File: src/rtl/snake_pkg.sv
// Shared types and helpers for the snake movement and grid/render controllers.
package snake_pkg;

  typedef enum logic [1:0] {
    RIGHT = 2'd0,
    LEFT  = 2'd1,
    UP    = 2'd2,
    DOWN  = 2'd3
  } dir_t;

  typedef enum logic [1:0] {
    IDLE  = 2'd0,
    RUN   = 2'd1,
    PAUSE = 2'd2
  } state_t;

  localparam int unsigned GRID_SIZE = 32;
  localparam int unsigned CELL_SIZE = 16;

  function automatic dir_t opposite(input dir_t d);
    dir_t o;
    unique case (d)
      RIGHT:   o = LEFT;
      LEFT:    o = RIGHT;
      UP:      o = DOWN;
      default: o = UP;
    endcase
    return o;
  endfunction

  // One-hot strobe vector indexed by direction code: {down, up, left, right}.
  function automatic logic [3:0] dir_strobe(input dir_t d);
    return 4'b0001 << d;
  endfunction

endpackage

File: src/rtl/snake_move_ctrl_debounce.sv
// Button conditioner: 2-FF synchronizer, stability counter, rising-edge pulse.
module btn_debounce #(
  parameter int unsigned DEBOUNCE_CYCLES = 500_000
) (
  input  logic clk,
  input  logic rst,
  input  logic btn,
  output logic rise
);

  localparam int unsigned CW = (DEBOUNCE_CYCLES > 1) ? $clog2(DEBOUNCE_CYCLES) : 1;
  localparam logic [CW-1:0] CntLast = CW'(DEBOUNCE_CYCLES - 1);

  logic [1:0]    sync_q;
  logic [CW-1:0] cnt_q, cnt_d;
  logic          level_q, level_d;
  logic          level_prev_q;
  logic          rise_q;

  // Level only follows the synchronized input after it disagrees for DEBOUNCE_CYCLES samples.
  always_comb begin
    cnt_d   = cnt_q;
    level_d = level_q;
    if (sync_q[1] == level_q) begin
      cnt_d = '0;
    end else if (cnt_q == CntLast) begin
      level_d = sync_q[1];
      cnt_d   = '0;
    end else begin
      cnt_d = cnt_q + CW'(1);
    end
  end

  // Synchronizer, debounce state and registered rising-edge detect.
  always_ff @(posedge clk or posedge rst) begin
    if (rst) begin
      sync_q       <= 2'b00;
      cnt_q        <= '0;
      level_q      <= 1'b0;
      level_prev_q <= 1'b0;
      rise_q       <= 1'b0;
    end else begin
      sync_q       <= {sync_q[0], btn};
      cnt_q        <= cnt_d;
      level_q      <= level_d;
      level_prev_q <= level_q;
      rise_q       <= level_q & ~level_prev_q;
    end
  end

  assign rise = rise_q;

endmodule

File: src/rtl/snake_move_ctrl.sv
// Snake move controller: debounced buttons -> validated, buffered, tick-paced move strobes.
module snake_move_ctrl
  import snake_pkg::*;
#(
  parameter int unsigned DEBOUNCE_CYCLES = 500_000,
  parameter int unsigned TICK_CYCLES     = 25_000_000
) (
  input  logic       clk,
  input  logic       rst,
  input  logic       btn_up,
  input  logic       btn_down,
  input  logic       btn_left,
  input  logic       btn_right,
  input  logic       btn_center,
  output logic       up,
  output logic       down,
  output logic       left,
  output logic       right,
  output logic [1:0] dir,
  output logic       running
);

  localparam int unsigned TW = (TICK_CYCLES > 1) ? $clog2(TICK_CYCLES) : 1;
  localparam logic [TW-1:0] TickLast = TW'(TICK_CYCLES - 1);

  // Bit order: right, left, up, down, center.
  logic [4:0] btn_raw;
  logic [4:0] btn_rise;

  assign btn_raw = {btn_center, btn_down, btn_up, btn_left, btn_right};

  for (genvar i = 0; i < 5; i++) begin : g_btn
    btn_debounce #(
      .DEBOUNCE_CYCLES(DEBOUNCE_CYCLES)
    ) u_btn_debounce (
      .clk  (clk),
      .rst  (rst),
      .btn  (btn_raw[i]),
      .rise (btn_rise[i])
    );
  end

  state_t        state_q, state_d;
  dir_t          dir_q, dir_d;
  dir_t          pend_dir_q, pend_dir_d;
  logic          pend_valid_q, pend_valid_d;
  logic [TW-1:0] cnt_q, cnt_d;
  logic [3:0]    strobe_q, strobe_d;

  logic          has_press;
  dir_t          press_dir;
  dir_t          ref_dir;
  dir_t          commit_dir;
  logic          wrap;
  logic          center;

  assign center  = btn_rise[4];
  assign ref_dir = pend_valid_q ? pend_dir_q : dir_q;
  assign wrap    = (cnt_q == TickLast);

  // Pick a single direction edge per cycle: right > left > up > down.
  always_comb begin
    has_press = 1'b1;
    press_dir = RIGHT;
    if (btn_rise[0]) begin
      press_dir = RIGHT;
    end else if (btn_rise[1]) begin
      press_dir = LEFT;
    end else if (btn_rise[2]) begin
      press_dir = UP;
    end else if (btn_rise[3]) begin
      press_dir = DOWN;
    end else begin
      has_press = 1'b0;
    end
  end

  // FSM next state, tick counter, pending slot and move strobe generation.
  always_comb begin
    state_d      = state_q;
    dir_d        = dir_q;
    pend_dir_d   = pend_dir_q;
    pend_valid_d = pend_valid_q;
    cnt_d        = cnt_q;
    strobe_d     = 4'b0000;
    commit_dir   = pend_valid_q ? pend_dir_q : dir_q;
    unique case (state_q)
      IDLE: begin
        // LEFT would reverse the initial RIGHT heading; a center edge swallows the press.
        if (!center && has_press && press_dir != LEFT) begin
          state_d = RUN;
          dir_d   = press_dir;
          cnt_d   = '0;
        end
      end
      RUN: begin
        if (center) begin
          state_d = PAUSE;
        end else if (wrap) begin
          cnt_d        = '0;
          dir_d        = commit_dir;
          pend_valid_d = 1'b0;
          strobe_d     = dir_strobe(commit_dir);
          if (has_press && press_dir != commit_dir && press_dir != opposite(commit_dir)) begin
            pend_valid_d = 1'b1;
            pend_dir_d   = press_dir;
          end
        end else begin
          cnt_d = cnt_q + TW'(1);
          if (has_press && press_dir != ref_dir && press_dir != opposite(ref_dir)) begin
            pend_valid_d = 1'b1;
            pend_dir_d   = press_dir;
          end
        end
      end
      PAUSE: begin
        if (center) begin
          state_d = RUN;
        end
      end
      default: begin
        state_d = IDLE;
      end
    endcase
  end

  // Controller state registers.
  always_ff @(posedge clk or posedge rst) begin
    if (rst) begin
      state_q      <= IDLE;
      dir_q        <= RIGHT;
      pend_dir_q   <= RIGHT;
      pend_valid_q <= 1'b0;
      cnt_q        <= '0;
      strobe_q     <= 4'b0000;
    end else begin
      state_q      <= state_d;
      dir_q        <= dir_d;
      pend_dir_q   <= pend_dir_d;
      pend_valid_q <= pend_valid_d;
      cnt_q        <= cnt_d;
      strobe_q     <= strobe_d;
    end
  end

  assign right   = strobe_q[0];
  assign left    = strobe_q[1];
  assign up      = strobe_q[2];
  assign down    = strobe_q[3];
  assign dir     = dir_q;
  assign running = (state_q == RUN);

endmodule

File: config.mk
export PLATFORM = sky130hd
export DESIGN_NAME = snake_move_ctrl
export DESIGN_NICKNAME = d
export VERILOG_FILES = /design/src/rtl/snake_pkg.sv /design/src/rtl/snake_move_ctrl_debounce.sv /design/src/rtl/snake_move_ctrl.sv
export SDC_FILE = /design/constraint.sdc
export NUM_CORES = 1
export LEC_CHECK = 0
export BUFFER_PORTS_ARGS = -buffer_cell sky130_fd_sc_hd__buf_2
export CAP_MARGIN = 20
export CORE_ASPECT_RATIO = 0.6
export CORE_MARGIN = 2
export CORE_UTILIZATION = 60
export CTS_CLUSTER_SIZE = 28
export DETAILED_ROUTE_END_ITERATION = 16
export PLACE_DENSITY = 0.77
export SETUP_SLACK_MARGIN = 0.1
export SKIP_LAST_GASP = 1
export SLEW_MARGIN = 25
export SYNTH_ARGS = -nofsm -noshare
export SYNTH_HDL_FRONTEND = slang
export SYNTH_SLANG_ARGS = --single-unit
File: constraint.sdc
create_clock -name clk -period 10.8 [get_ports clk]
set_input_delay 1.62 -clock clk [delete_from_list [all_inputs] [get_ports clk]]
set_output_delay 1.62 -clock clk [all_outputs]
set_load 0.005 [all_outputs]
Yosys cells after proc, flatten, opt, wreduce, memory -nomap -nowiden
Index checks and enable logic that the tools add are counted.
{"block": "word_totals", "rom_bits": 0, "memories": 0, "word_cells": 146, "reg_bits": 156, "input_bits": 7, "ramBits": 0, "latch_bits": 0}
{"block": "classes", "mux": 47, "n_mul": 0, "n_div": 0, "n_addsub": 6, "eq_ne": 25, "shifts": 1, "order_cmp": 0, "n_bitwise": 16, "reduce_logical": 20}
{"op": "$mux W19", "n": 10}
{"op": "$add A19 B1 Y19 const B", "n": 5}
{"op": "$eq A19 B19 Y1 const B", "n": 5}
{"op": "$mux W25", "n": 3}
{"op": "$pmux W25 S2", "n": 1}
{"op": "$mux W2", "n": 20}
{"op": "$add A25 B1 Y25 const B", "n": 1}
{"op": "$eq A25 B25 Y1 const B", "n": 1}
{"op": "$mux W4", "n": 3}
{"op": "$pmux W2 S3", "n": 2}
{"op": "$not A1 Y1", "n": 11}
{"op": "$ne A2 B1 Y1 const B", "n": 5}
{"op": "$reduce_and A2 Y1", "n": 5}
{"op": "$reduce_and A3 Y1", "n": 3}
{"op": "$reduce_and A4 Y1", "n": 2}
{"op": "$mux W1", "n": 7}
{"op": "$ne A2 B2 Y1", "n": 3}
{"op": "$and A1 B1 Y1", "n": 5}
{"op": "$eq A1 B1 Y1", "n": 5}
{"op": "$logic_and A1 B1 Y1", "n": 5}
{"op": "$eq A2 B1 Y1 const B", "n": 2}
{"op": "$eq A2 B2 Y1 const B", "n": 2}
{"op": "$logic_not A2 Y1", "n": 2}
{"op": "$ne A2 B2 Y1 const B", "n": 2}
{"op": "4 further kinds", "n": 5}

Depth between registers and ports, before layout
{"block": "logic_depth", "depth_word": 10, "mapped_depth": 7, "depth_no_buf": 6}

Hierarchy
From an unflattened synthesis, not the netlist that was laid out.
{"block": "hier_totals", "cells_unflattened": 735, "hier_area_um2": 7708.6}
{"module": "btn_debounce", "n_inst": 5, "area_each_um2": 1147.4, "seq_area_each_um2": 600.6, "cells_per_inst": 106}
{"module": "snake_move_ctrl", "n_inst": 1, "area_each_um2": 1971.9, "seq_area_each_um2": 900.9, "cells_per_inst": 205}

Least setup slack after synthesis
No wires, ideal clock.
{"block": "synth_timing", "kind": "register to output", "start": "register state_q[1]", "end": "output port running", "stages_incl_launch_ff": 3, "arrival_time_ps": 721, "setup_slack_ps": 8459, "cell_sequence": "dfrtp_1 nand2b_1 clkinv_1"}
{"block": "synth_via", "elab_chain_cells": 1}
{"item": "start: declaration", "line": "snake_move_ctrl.sv:43", "source": "state_t state_q, state_d;"}
{"item": "start signal: assignment", "line": "snake_move_ctrl.sv:137", "source": "state_q <= state_d;"}
{"item": "$eq A2 B1 Y1", "line": "snake_move_ctrl.sv:151", "source": "assign running = (state_q == RUN);"}
{"item": "end: declaration", "line": "snake_move_ctrl.sv:20", "source": "output logic running"}
Every way passes these cells.

Final worst setup path
Same ends and word-level chain as after synthesis.

==> metrics <==
number of synthesized register bits between 150 and 200; largest family of logic cells by synthesized area simple AND/OR/NAND/NOR gates; Initial Utilization 0.611; cell area after synthesis 0.00733 mm^2; final-report hold violation count 0; CORE AREA 0.0120 mm^2; Synth Area per Inst 10.1 um^2; Synth Area in Compound Gates 0.0529; width of the die 147 um; CP bufs+invs 2; sequential area share after synthesis 0.533; crit start category flip-flop; placed cell areas 0.00752 mm^2; Worst-Margin Slew 963 ps; Finished Layout Cells between 900 and 1000; Die H approximately 90 um; required time worst endpoint 9180 ps; post-CTS sizing 0; Pwr per Cell Area approximately 160 mW/mm^2; CP Max Fanout 9; Worst path slowest cell dfrtp_1; outcome finished, final reports clean; post-detail-place hpwl 9020 um; RSZ-0062 raised after global routing no; total iterations of the first detailed-routing run 5; synth top area cells dfrtp_1 53%, nor2_1 6.5%, xor2_1 6.1%; asr flop ratio synth 1.00; synthesized netlist cell count 727; Post-synth EDFFs 0; Via density 5.73; Total GRT Usage 0.231; later-pin clock latency in the skew report 420 ps; Final period util 0.294; Max-Cap Viols 0; XOR/XNOR Fraction of Synth Area 0.109; # diodes 0; CP Capture Type primary output; Total Nets Final 755; Yosys top cell area share 0.533; syn nets 740; Final ANT Viol Nets 0; PortBufs 13; Most used DFF post-synth dfrtp_1; simple-gate share of the synthesized area 0.249; Worst Setup Path Type reg2out; Top delay family on crit path buffers and inverters; worst hold margin 349 ps; die area 0.0131 mm^2; Slew Limit Headroom 0.358; worst vdd ir 0.000108 V; adder-cell share of the synthesized area 0.0102; CTS root buf clkbuf_16; P_leak around 3.5 nW; largest net degree at the start of global routing 92; row count 31; IO Count 14; Max Slew Vio Count 0; CTS tree yes; CTS max path bufs 2; drt first-iter violations 420; via count 5270; Area growth syn-to-layout 11.9%; Sink Count 156; Clock Skews 7.65 ps; Residual DRC 0; Synth Warn # 0; post-layout instance area a little over 0.008 mm^2; post-CTS setup buffers 0; initial antenna violation count 0; Worst-path clk slew about 60 ps; slowest stage delay, CP 400 ps; Fmax achieved 315 MHz; Hold Path Class reg2reg; setup violators final 0; gpl congestion just over 0.8; mux contribution to synthesized area 0.0176; H-tree depth 4; Final TNS setup 0 ps; first-pass GRT wire length 24000 um; cts hold-fix bufs 0; Congestion Overflow GR 0; number of library cell types mapped by synthesis 51; fraction of layout cells with a size suffix above 1 0.0889; CP Data Arrival Time 1550 ps; Critical Path, Cell by Cell nand2b_1, clkinv_1, buf_2; wirelength, routed 14200 um; drt wl/cell 15.4 um; largest area contributor in the netlist dfrtp_1; vias in the first global route 4975; CTS buffer count 17; placed insts slightly below 900; fin crit period 3170 ps
cell families after synthesis:
family / after synthesis
AND/OR/NAND/NOR: 357
flip-flops: 156
XOR/XNOR: 91
AO/OA/AOI/OAI: 60
buffers and inverters: 45
multiplexers: 12
adder cells (fa/ha/maj): 6
state kept, by name, summed over array words and instances (netlist names), 4 cells and up:
register                           cells
g_btn.u_btn_debounce.cnt_q            95
g_btn.u_btn_debounce.rise              5
cnt_q                                 25
g_btn.u_btn_debounce.level_q           5
strobe_q                               4
g_btn.u_btn_debounce.sync_q           10
g_btn.u_btn_debounce.level_prev_q      5
worst reg2reg max path: cells and delay by family (launching register included):
family | cells | cell delay (ps)
AND/OR/NAND/NOR | 3 | 990
AO/OA/AOI/OAI | 2 | 1210
flip-flops | 1 | 440
metal layers:
metal  global-route usage  vias to the layer above  part of all wire
li1                     -                     2538                 -
met1                0.333                     2610              0.50
met4               0.0618                        0            0.0075
met2                0.353                      109              0.45
met3               0.0616                       13             0.042
met5                    0                        -                 0
final timing paths:
path	from	endpoint	slack [ps]	depth (start not counted)
worst min register to register	g_btn[2].u_btn_debounce.sync_q[0]	g_btn[2].u_btn_debounce.sync_q[1]	350	0
worst max-delay path	state_q[1]	running	7630	3
max in group asynchronous	rst	g_btn[0].u_btn_debounce.cnt_q[12]	8320	3
worst min-delay path	g_btn[2].u_btn_debounce.sync_q[0]	g_btn[2].u_btn_debounce.sync_q[1]	350	0
worst max register to register	cnt_q[11]	cnt_q[14]	8040	5
min in group asynchronous	rst	g_btn[1].u_btn_debounce.sync_q[0]	1280	2
power by group:
| part | internal (mW) | switching, mW | leakage (nW) | total [mW] |
|---|---|---|---|---|
| sequential | 0.591 | 0.00604 | 2.14 | 0.597 |
| clock | 0.442 | 0.243 | 0.326 | 0.685 |
| combinational | 0.00687 | 0.0215 | 1.03 | 0.0283 |
| total | 1.04 | 0.270 | 3.50 | 1.31 |
cells in the mapped netlist, types with 2 or more instances:
library cell	n
dfrtp_1	156
nor2_1	127
nand2_1	59
xor2_1	51
nand3_1	46
xnor2_1	40
nand4_1	28
inv_1	25
nor4_1	16
o21ai_0	15
nor3_1	14
and4_1	12
a21oi_1	11
buf_2	9
nor4b_1	9
and3_1	8
a31oi_1	7
mux2_2	7
or2_2	7
ha_1	6
and2_1	5
clkbuf_1	5
mux2i_1	5
nand2b_1	5
nor2b_1	5
o21bai_1	4
or4_1	4
buf_4	3
nand4b_1	3
nor4_4	3
a211o_1	2
a21o_1	2
a2bb2oi_1	2
buf_6	2
o211ai_1	2
o21a_1	2
o22ai_1	2
o2bb2ai_1	2
o311ai_0	2
o311ai_1	2
or3_1	2
per-stage QoR:
stage | total power, mW | utilization | setup slack (ps)
final | 1.31 | 0.684 | 7630
after global routing | 1.35 | 0.684 | 7570
after CTS | 1.32 | 0.684 | 7640
after detailed placement | 0.637 | 0.627 | 7820
after global placement | 0.634 | 0.627 | 7510
after floorplan | 0.629 | - | 4970
placed cells by master (no fill, tap or decap), types with 6 or more instances in the layout:
cell	netlist	layout
and3_1	8	8
xor2_1	51	51
dfrtp_1	156	156
nand3_1	46	46
nor4b_1	9	9
inv_1	25	24
ha_1	6	6
buf_2	9	13
nand4_1	28	28
nor2_1	127	127
a31oi_1	7	7
nor3_1	14	14
nand2_1	59	59
bufinv_16	0	6
a21oi_1	11	11
o21ai_0	15	15
clkbuf_16	0	17
and4_1	12	12
or2_2	7	7
xnor2_1	40	40
nor4_1	16	16
mux2_2	7	7
cell type report:
| cell class | count | area [um^2] |
|---|---|---|
| multi-input cells | 526 | 3220 |
| repair buffers | 15 | 83.8 |
| fillers | 888 | 3790 |
| clock buffers | 19 | 443 |
| well taps | 165 | 206 |
| clock inverters | 12 | 234 |
| inverters | 26 | 103 |
| flip-flops and latches | 156 | 3900 |
No activity file was read; power rests on OpenSTA's default activity.
